**src/rtl/gan_pkg.sv**
```systemverilog
// gan_pkg
//   Shared definitions for the GAN job sequencer slice.
//   - FSM state encoding (IDLE, RUN, HOLD) as plain 2-bit localparams
//   - N_INPUT: number of latent inputs carried per job
//   - Default geometry: DEF_N_PIX, DEF_N_LAYER, DEF_STAGE_L
//   - cnt_width(): counter width for a modulus, never less than 1 bit
package gan_pkg;

    localparam logic [1:0] IDLE = 2'd0;
    localparam logic [1:0] RUN  = 2'd1;
    localparam logic [1:0] HOLD = 2'd2;

    localparam int N_INPUT     = 2;
    localparam int DEF_N_PIX   = 9;
    localparam int DEF_N_LAYER = 4;
    localparam int DEF_STAGE_L = 5;

    function automatic int cnt_width(input int n);
        return (n > 1) ? $clog2(n) : 1;
    endfunction

endpackage

```
**src/rtl/gan_stage_counter.sv**
```systemverilog
// gan_stage_counter
//   Nested stage/layer counter. The stage counter runs 0..STAGE_L-1 and the
//   layer counter advances each time the stage counter wraps. At the final
//   terminal count (last stage of last layer) both counters hold, so neither
//   ever exceeds its terminal value.
// Ports
//   clk, rst    : clock, synchronous active-high reset
//   clr         : synchronous clear of both counters (wins over en)
//   en          : advance by one stage
//   stage_last  : stage counter is at STAGE_L-1
//   layer_last  : layer counter is at N_LAYER-1
//   layer_cnt   : current layer
module gan_stage_counter
    import gan_pkg::*;
#(
    parameter int N_LAYER = DEF_N_LAYER,
    parameter int STAGE_L = DEF_STAGE_L,
    parameter int LW      = cnt_width(N_LAYER)
) (
    input  logic          clk,
    input  logic          rst,
    input  logic          clr,
    input  logic          en,
    output logic          stage_last,
    output logic          layer_last,
    output logic [LW-1:0] layer_cnt
);

    localparam int SW = cnt_width(STAGE_L);
    localparam logic [SW-1:0] STAGE_MAX = SW'(STAGE_L - 1);
    localparam logic [LW-1:0] LAYER_MAX = LW'(N_LAYER - 1);

    logic [SW-1:0] stage_cnt;

    assign stage_last = (stage_cnt == STAGE_MAX);
    assign layer_last = (layer_cnt == LAYER_MAX);

    always_ff @(posedge clk) begin
        if (rst || clr) begin
            stage_cnt <= '0;
            layer_cnt <= '0;
        end else if (en && !(stage_last && layer_last)) begin
            if (stage_last) begin
                stage_cnt <= '0;
                layer_cnt <= layer_cnt + 1'b1;
            end else begin
                stage_cnt <= stage_cnt + 1'b1;
            end
        end
    end

endmodule

```
**src/rtl/gan_job_sequencer.sv**
```systemverilog
// gan_job_sequencer
//   Job-level sequencer for the generator -> discriminator chain. Accepts one
//   job (two latent inputs and a bank choice), presents the registered inputs
//   and bank selects to the datapath for N_LAYER*STAGE_L cycles, then captures
//   disc_y and holds it until the consumer takes it.
//
//   Handshake: a transfer happens on every clock edge where valid && ready,
//   on both the input (in_valid/in_ready) and output (out_valid/out_ready)
//   side. Offered data is sampled only on the transfer edge. in_ready is
//   combinational: high in IDLE, or in HOLD while out_ready is high, which lets
//   a new job start on the same edge the previous result leaves.
//
// Ports
//   clk, rst            : clock, synchronous active-high reset
//   in_valid/in_ready   : job handshake; in_1, in_2 latent inputs, in_choice
//                         bit0 weight bank, bit1 bias bank
//   a_1, a_2            : registered latent inputs to the generator
//   w_sel, b_sel        : per-layer weight/bias bank selects
//   disc_y              : discriminator output from the datapath
//   out_valid/out_ready : result handshake; out_y captured score
//   busy                : FSM in RUN
//   layer_idx           : layer in flight (0 in IDLE, N_LAYER-1 in HOLD)
//   gen_finish          : generator results valid for the current job
//   disc_finish         : same as out_valid
//   state_dbg           : raw FSM state (IDLE/RUN/HOLD encoding from gan_pkg)
//   gen_pix, pix_out    : only with GAN_PIXEL_CAPTURE_EN defined; pix_out
//                         samples gen_pix on the edge gen_finish rises
module gan_job_sequencer
    import gan_pkg::*;
#(
    parameter int WIDTH      = 32,
    parameter int N_LAYER    = DEF_N_LAYER,
    parameter int GEN_LAYERS = 2,
    parameter int STAGE_L    = DEF_STAGE_L,
    parameter int N_PIX      = DEF_N_PIX
) (
    input  logic                         clk,
    input  logic                         rst,
    input  logic                         in_valid,
    output logic                         in_ready,
    input  logic [WIDTH-1:0]             in_1,
    input  logic [WIDTH-1:0]             in_2,
    input  logic [1:0]                   in_choice,
    output logic [WIDTH-1:0]             a_1,
    output logic [WIDTH-1:0]             a_2,
    output logic [N_LAYER-1:0]           w_sel,
    output logic [N_LAYER-1:0]           b_sel,
    input  logic [WIDTH-1:0]             disc_y,
    output logic                         out_valid,
    input  logic                         out_ready,
    output logic [WIDTH-1:0]             out_y,
    output logic                         busy,
    output logic [$clog2(N_LAYER)-1:0]   layer_idx,
    output logic                         gen_finish,
    output logic                         disc_finish,
    output logic [1:0]                   state_dbg
`ifdef GAN_PIXEL_CAPTURE_EN
    ,
    input  logic [N_PIX*WIDTH-1:0]       gen_pix,
    output logic [N_PIX*WIDTH-1:0]       pix_out
`endif
);

    localparam int LW = $clog2(N_LAYER);
    // Layer index just before the first discriminator layer; its last stage
    // is the point where the generator output becomes complete.
    localparam logic [LW-1:0] GEN_PRE = LW'(GEN_LAYERS - 1);

    if (GEN_LAYERS < 1 || GEN_LAYERS >= N_LAYER || STAGE_L < 1 || N_PIX < 1)
    begin : g_param_check
        $error("gan_job_sequencer: illegal parameter combination");
    end

    logic [1:0]       state;
    logic [1:0]       state_nxt;
    logic             in_acc;
    logic             out_acc;
    logic             done;
    logic             gen_set;
    logic             stage_last;
    logic             layer_last;
    logic [LW-1:0]    layer_cnt;

    logic [WIDTH-1:0]   a_q [N_INPUT];
    logic [N_LAYER-1:0] w_sel_q;
    logic [N_LAYER-1:0] b_sel_q;
    logic [WIDTH-1:0]   out_y_q;
    logic               gen_q;

    assign in_ready = (state == IDLE) || ((state == HOLD) && out_ready);
    assign in_acc   = in_valid && in_ready;
    assign out_acc  = (state == HOLD) && out_ready;
    assign done     = (state == RUN) && stage_last && layer_last;
    assign gen_set  = (state == RUN) && stage_last && (layer_cnt == GEN_PRE);

    gan_stage_counter #(
        .N_LAYER (N_LAYER),
        .STAGE_L (STAGE_L),
        .LW      (LW)
    ) u_cnt (
        .clk        (clk),
        .rst        (rst),
        // Clearing on any output accept returns layer_idx to 0 in IDLE and
        // restarts the schedule for a back-to-back job.
        .clr        (in_acc || out_acc),
        .en         ((state == RUN) && !done),
        .stage_last (stage_last),
        .layer_last (layer_last),
        .layer_cnt  (layer_cnt)
    );

    always_comb begin
        state_nxt = state;
        case (state)
            IDLE: if (in_acc) state_nxt = RUN;
            RUN:  if (done) state_nxt = HOLD;
            HOLD: if (out_acc) state_nxt = in_acc ? RUN : IDLE;
            default: state_nxt = IDLE;
        endcase
    end

    always_ff @(posedge clk) begin
        if (rst) begin
            state   <= IDLE;
            a_q[0]  <= '0;
            a_q[1]  <= '0;
            w_sel_q <= '0;
            b_sel_q <= '0;
            out_y_q <= '0;
            gen_q   <= 1'b0;
        end else begin
            state <= state_nxt;
            if (in_acc) begin
                a_q[0]  <= in_1;
                a_q[1]  <= in_2;
                w_sel_q <= {N_LAYER{in_choice[0]}};
                b_sel_q <= {N_LAYER{in_choice[1]}};
            end
            if (done) begin
                out_y_q <= disc_y;
            end
            // gen_set only occurs in RUN, so it never collides with a clear.
            if (in_acc || out_acc) begin
                gen_q <= 1'b0;
            end else if (gen_set) begin
                gen_q <= 1'b1;
            end
        end
    end

`ifdef GAN_PIXEL_CAPTURE_EN
    logic [N_PIX*WIDTH-1:0] pix_q;

    always_ff @(posedge clk) begin
        if (rst) begin
            pix_q <= '0;
        end else if (gen_set) begin
            pix_q <= gen_pix;
        end
    end

    assign pix_out = pix_q;
`endif

    assign a_1         = a_q[0];
    assign a_2         = a_q[1];
    assign w_sel       = w_sel_q;
    assign b_sel       = b_sel_q;
    assign out_y       = out_y_q;
    assign out_valid   = (state == HOLD);
    assign disc_finish = (state == HOLD);
    assign busy        = (state == RUN);
    assign layer_idx   = layer_cnt;
    assign gen_finish  = gen_q;
    assign state_dbg   = state;

endmodule

```
**config.mk**
```make
export PLATFORM = sky130hd
export DESIGN_NAME = gan_job_sequencer
export DESIGN_NICKNAME = d
export VERILOG_FILES = /design/src/rtl/gan_pkg.sv /design/src/rtl/gan_stage_counter.sv /design/src/rtl/gan_job_sequencer.sv
export SDC_FILE = /design/constraint.sdc
export NUM_CORES = 1
export LEC_CHECK = 0
export ABC_AREA = 1
export CAP_MARGIN = 20
export CORE_UTILIZATION = 30
export CTS_CLUSTER_DIAMETER = 150
export DETAILED_ROUTE_END_ITERATION = 7
export GPL_TIMING_DRIVEN = 0
export SYNTH_ARGS = -nofsm -noshare
export SYNTH_HDL_FRONTEND = slang
export SYNTH_SLANG_ARGS = --single-unit
```
**constraint.sdc**
```tcl
create_clock -name clk -period 5 [get_ports clk]
set_input_delay 1 -clock clk [delete_from_list [all_inputs] [get_ports clk]]
set_output_delay 1 -clock clk [all_outputs]
set_load 0.1 [all_outputs]
```
==> impl_metrics.env <==
export IMPL_status="finished, final reports clean"
export IMPL_gp_congestion=0.714
export IMPL_grt_max_degree=65
export IMPL_antenna_cells=0
export IMPL_fin_setup_tns_ns=0
export IMPL_die_width_um=120
export IMPL_finalClockSkew_ns=0.00952
export IMPL_cts_root_buf="clkbuf_16"
export IMPL_rsz0062_at_grt="false"
export IMPL_ant_nets=0
export IMPL_final_common_cell="clkdlybuf4s50_1"
export IMPL_worst_path_most_repeated_cell="clkdlybuf4s50_1"
export IMPL_wl_um=10900
export IMPL_drt_pass1_iterations=4
export IMPL_power_frac_comb_pct=26.0
export IMPL_crit_arrival_ns=2.83
export IMPL_postCtsHoldBufs=0
export IMPL_cts_tree="yes"
export IMPL_finalSetupViolCount=0
export IMPL_multiInputGateArea_um2=965
export IMPL_cts_resized=0
export IMPL_grt_use_total_pct=15.5
export IMPL_final_cells=823
export IMPL_cp_slowest_cell="clkdlybuf4s50_1"
export IMPL_synth_top_family_by_area="simple AND/OR/NAND/NOR gates"
export IMPL_antenna_found_initial=0
export IMPL_finalCriticalPeriod_ns=3.83
export IMPL_routedWlPerCell_um=13.3
export IMPL_synth_nets=523
export IMPL_slew_violations=0
export IMPL_critPathBufInv=3
export IMPL_yosysSeqAreaShare_pct=65.7
export IMPL_overflow=0
export IMPL_cp_start_kind="primary input"
export IMPL_final_net_count=748
export IMPL_drc_errors=0
export IMPL_insertion_delay_ns=0.35
export IMPL_peakVddDrop_mv=0.173
export IMPL_vias=3453
export IMPL_p_int_w=0.00153
export IMPL_synthMuxAreaShare_pct=0
export IMPL_drt_iter0_drc=239
export IMPL_h_tree_depth=3
export IMPL_min_path_type="flip-flop to flip-flop"
export IMPL_grtUsageMet2_pct=25.0
export IMPL_setup_slack_ns=1.17
export IMPL_synth_compound_area_share_pct=4.88
export IMPL_mostFrequentLayoutCells="clkdlybuf4s50_1 (214), nor2_1 (123), inv_1 (75)"
export IMPL_syn_area_per_cell_um2=10.1
export IMPL_period_share_pct=76.7
export IMPL_max_cap_violations=0
export IMPL_met3_usage_pct=5.61
export IMPL_cts_clk_slew_worst_paths_ns=0.07
export IMPL_crit_type="primary input to output port"
export IMPL_netlist_area_um2=4210
export IMPL_yosys_area_share_simple_pct=16.7
export IMPL_busiest_layer="met2"
export IMPL_boundaryPins=215
export IMPL_hold_viol_final=0
export IMPL_max_freq_mhz=261
export IMPL_die_area_um2=14500
export IMPL_syn2layout_area_growth_pct=63.3
export IMPL_p_switching_w=0.000766
export IMPL_p_per_area_nw_per_um2=334
export IMPL_cp_required_ns=4.00
export IMPL_core_area_um2=13500
export IMPL_crit_chain="clkdlybuf4s50_1, inv_1, a21oi_1, clkdlybuf4s50_1"
export IMPL_ys_seq_elements=106
export IMPL_met1_usage_pct=18.9
export IMPL_synthCells=417
export IMPL_post_synth_num_cell_types=22
export IMPL_numPortBuffers=214
export IMPL_dp_slack_ns=1.18
export IMPL_cts_sinks=106
export IMPL_synth_top_area_share_pct=45.7
export IMPL_grt_pass1_wl_um=17300
export IMPL_synth_adder_area_share_pct=1.19
export IMPL_clkPwrFrac_pct=30.9
export IMPL_grt_pass1_vias=3424
export IMPL_initial_utilization_pct=31.3
export IMPL_n_fill_cell=1267
export IMPL_critPathMaxStageDelay_ns=1.15
export IMPL_worstSetupEndpointType="output port"
export IMPL_place_inst=807
export IMPL_yosysWarnings=0
export IMPL_dp_final_hpwl_um=8200
export IMPL_path_delay_family="buffers and inverters"
export IMPL_synthTopCellsByArea="edfxtp_1 (46%), dfxtp_1 (20%), nor2_1 (11%)"
export IMPL_cts_inserted_buffers=9
export IMPL_slew_headroom_pct=31.2
export IMPL_power_share_switching_pct=33.3
export IMPL_viasPerCell=4.20
export IMPL_synthXorXnorAreaFrac_pct=0
export IMPL_cts_setup_buffers=0
export IMPL_layout_area_seq_um2=2760
export IMPL_synth_largest_area_cell="edfxtp_1"
export IMPL_drive_above_1_share_pct=8.66
export IMPL_critPathMaxFanout=3
export IMPL_p_total_w=0.00230
export IMPL_die_h_um=120
export IMPL_rows=42
export IMPL_clockBufferDepth=2
export IMPL_leakagePower_nw=2.93
export IMPL_pwr_share_seq_pct=43.1
export IMPL_worst_pin_slew_ns=1.03
==> power groups by stage <==
stage / combinational, W / clock [W] / sequential (W)
4_1_cts: 0.000601 / 0.000736 / 0.000990
2_1_floorplan: 0.0000933 / 0 / 0.00133
6_report: 0.000597 / 0.000711 / 0.000989
5_1_grt: 0.000618 / 0.000768 / 0.000994
3_5_place_dp: 0.000600 / 0 / 0.00101
3_3_place_gp: 0.000598 / 0 / 0.00101
==> state kept, by name, indices dropped and copies added, names as in the netlist <==
register and count:
gen_finish 1, u_cnt.stage_cnt 3, a_q 64, u_cnt.layer_cnt 2, w_sel 1, b_sel 1
out_y 32, state_dbg 2
==> cells in the mapped netlist <==
cell type  number
a21oi_1         9
buf_2           2
buf_4           8
buf_6           9
clkbuf_1        2
clkbuf_4        1
dfxtp_1        42
edfxtp_1       64
ha_1            4
inv_1          75
inv_2           3
inv_4           1
nand2_1        17
nand2_2         2
nand3_1         8
nand3_2         1
nand3_4         1
nor2_1        123
nor2_2         10
nor2_4          3
o21ai_0        26
o21ai_1         6
==> tightest hold or removal path: cells and delay by family, from the launching register on <==
family	cells	cell delay, ns
AOI/OAI and AO/OA	1	0.05
buffers and inverters	1	0.05
DFF	1	0.31
==> per-layer routing <==
layer | wire length (µm) | vias to the layer above | share of wire, %
met5 | 0 | - | 0
met4 | 180 | 0 | 1.6
met3 | 1140 | 12 | 10
met2 | 5020 | 163 | 46
met1 | 4600 | 1543 | 42
li1 | - | 1735 | -
==> path summary, 6_finish.rpt <==
| path | from | slack [ns] | cells after the start | endpoint |
|---|---|---|---|---|
| worst max-delay path | out_ready | 1.17 | 4 | in_ready |
| worst min-delay path | gen_finish | 0.45 | 2 | gen_finish |
| worst max register to register | state_dbg[0] | 3.32 | 3 | a_q[0][23] |
| worst min register to register | gen_finish | 0.45 | 2 | gen_finish |
==> final cells by class <==
class                      instances  share of cell area (%)
sequential                       106                    40.2
timing repair buffer             214                    31.2
multi-input combinational        210                    14.0
inverter                          79                    4.35
clock buffer                      10                    3.33
tap                              176                    3.21
buffer                            22                    2.71
clock inverter                     6                   0.947
==> kinds of logic after synthesis <==
kind of cell,count (synthesis)
flops,106
buf+inv,101
fa+ha+maj,4
simple gates,165
compound gates,41
==> metrics by stage <==
stage | area, µm² | hold slack [ns] | utilization (%)
final | 6870 | 0.452 | 51.1
after global routing | 6870 | 0.505 | 51.1
after CTS | 6870 | 0.454 | 51.1
after detailed placement | 6580 | 0.442 | 48.9
after global placement | 6570 | 0.439 | 48.8
after floorplan | 4210 | 0.458 | -
(Power assumes the default switching activity.)
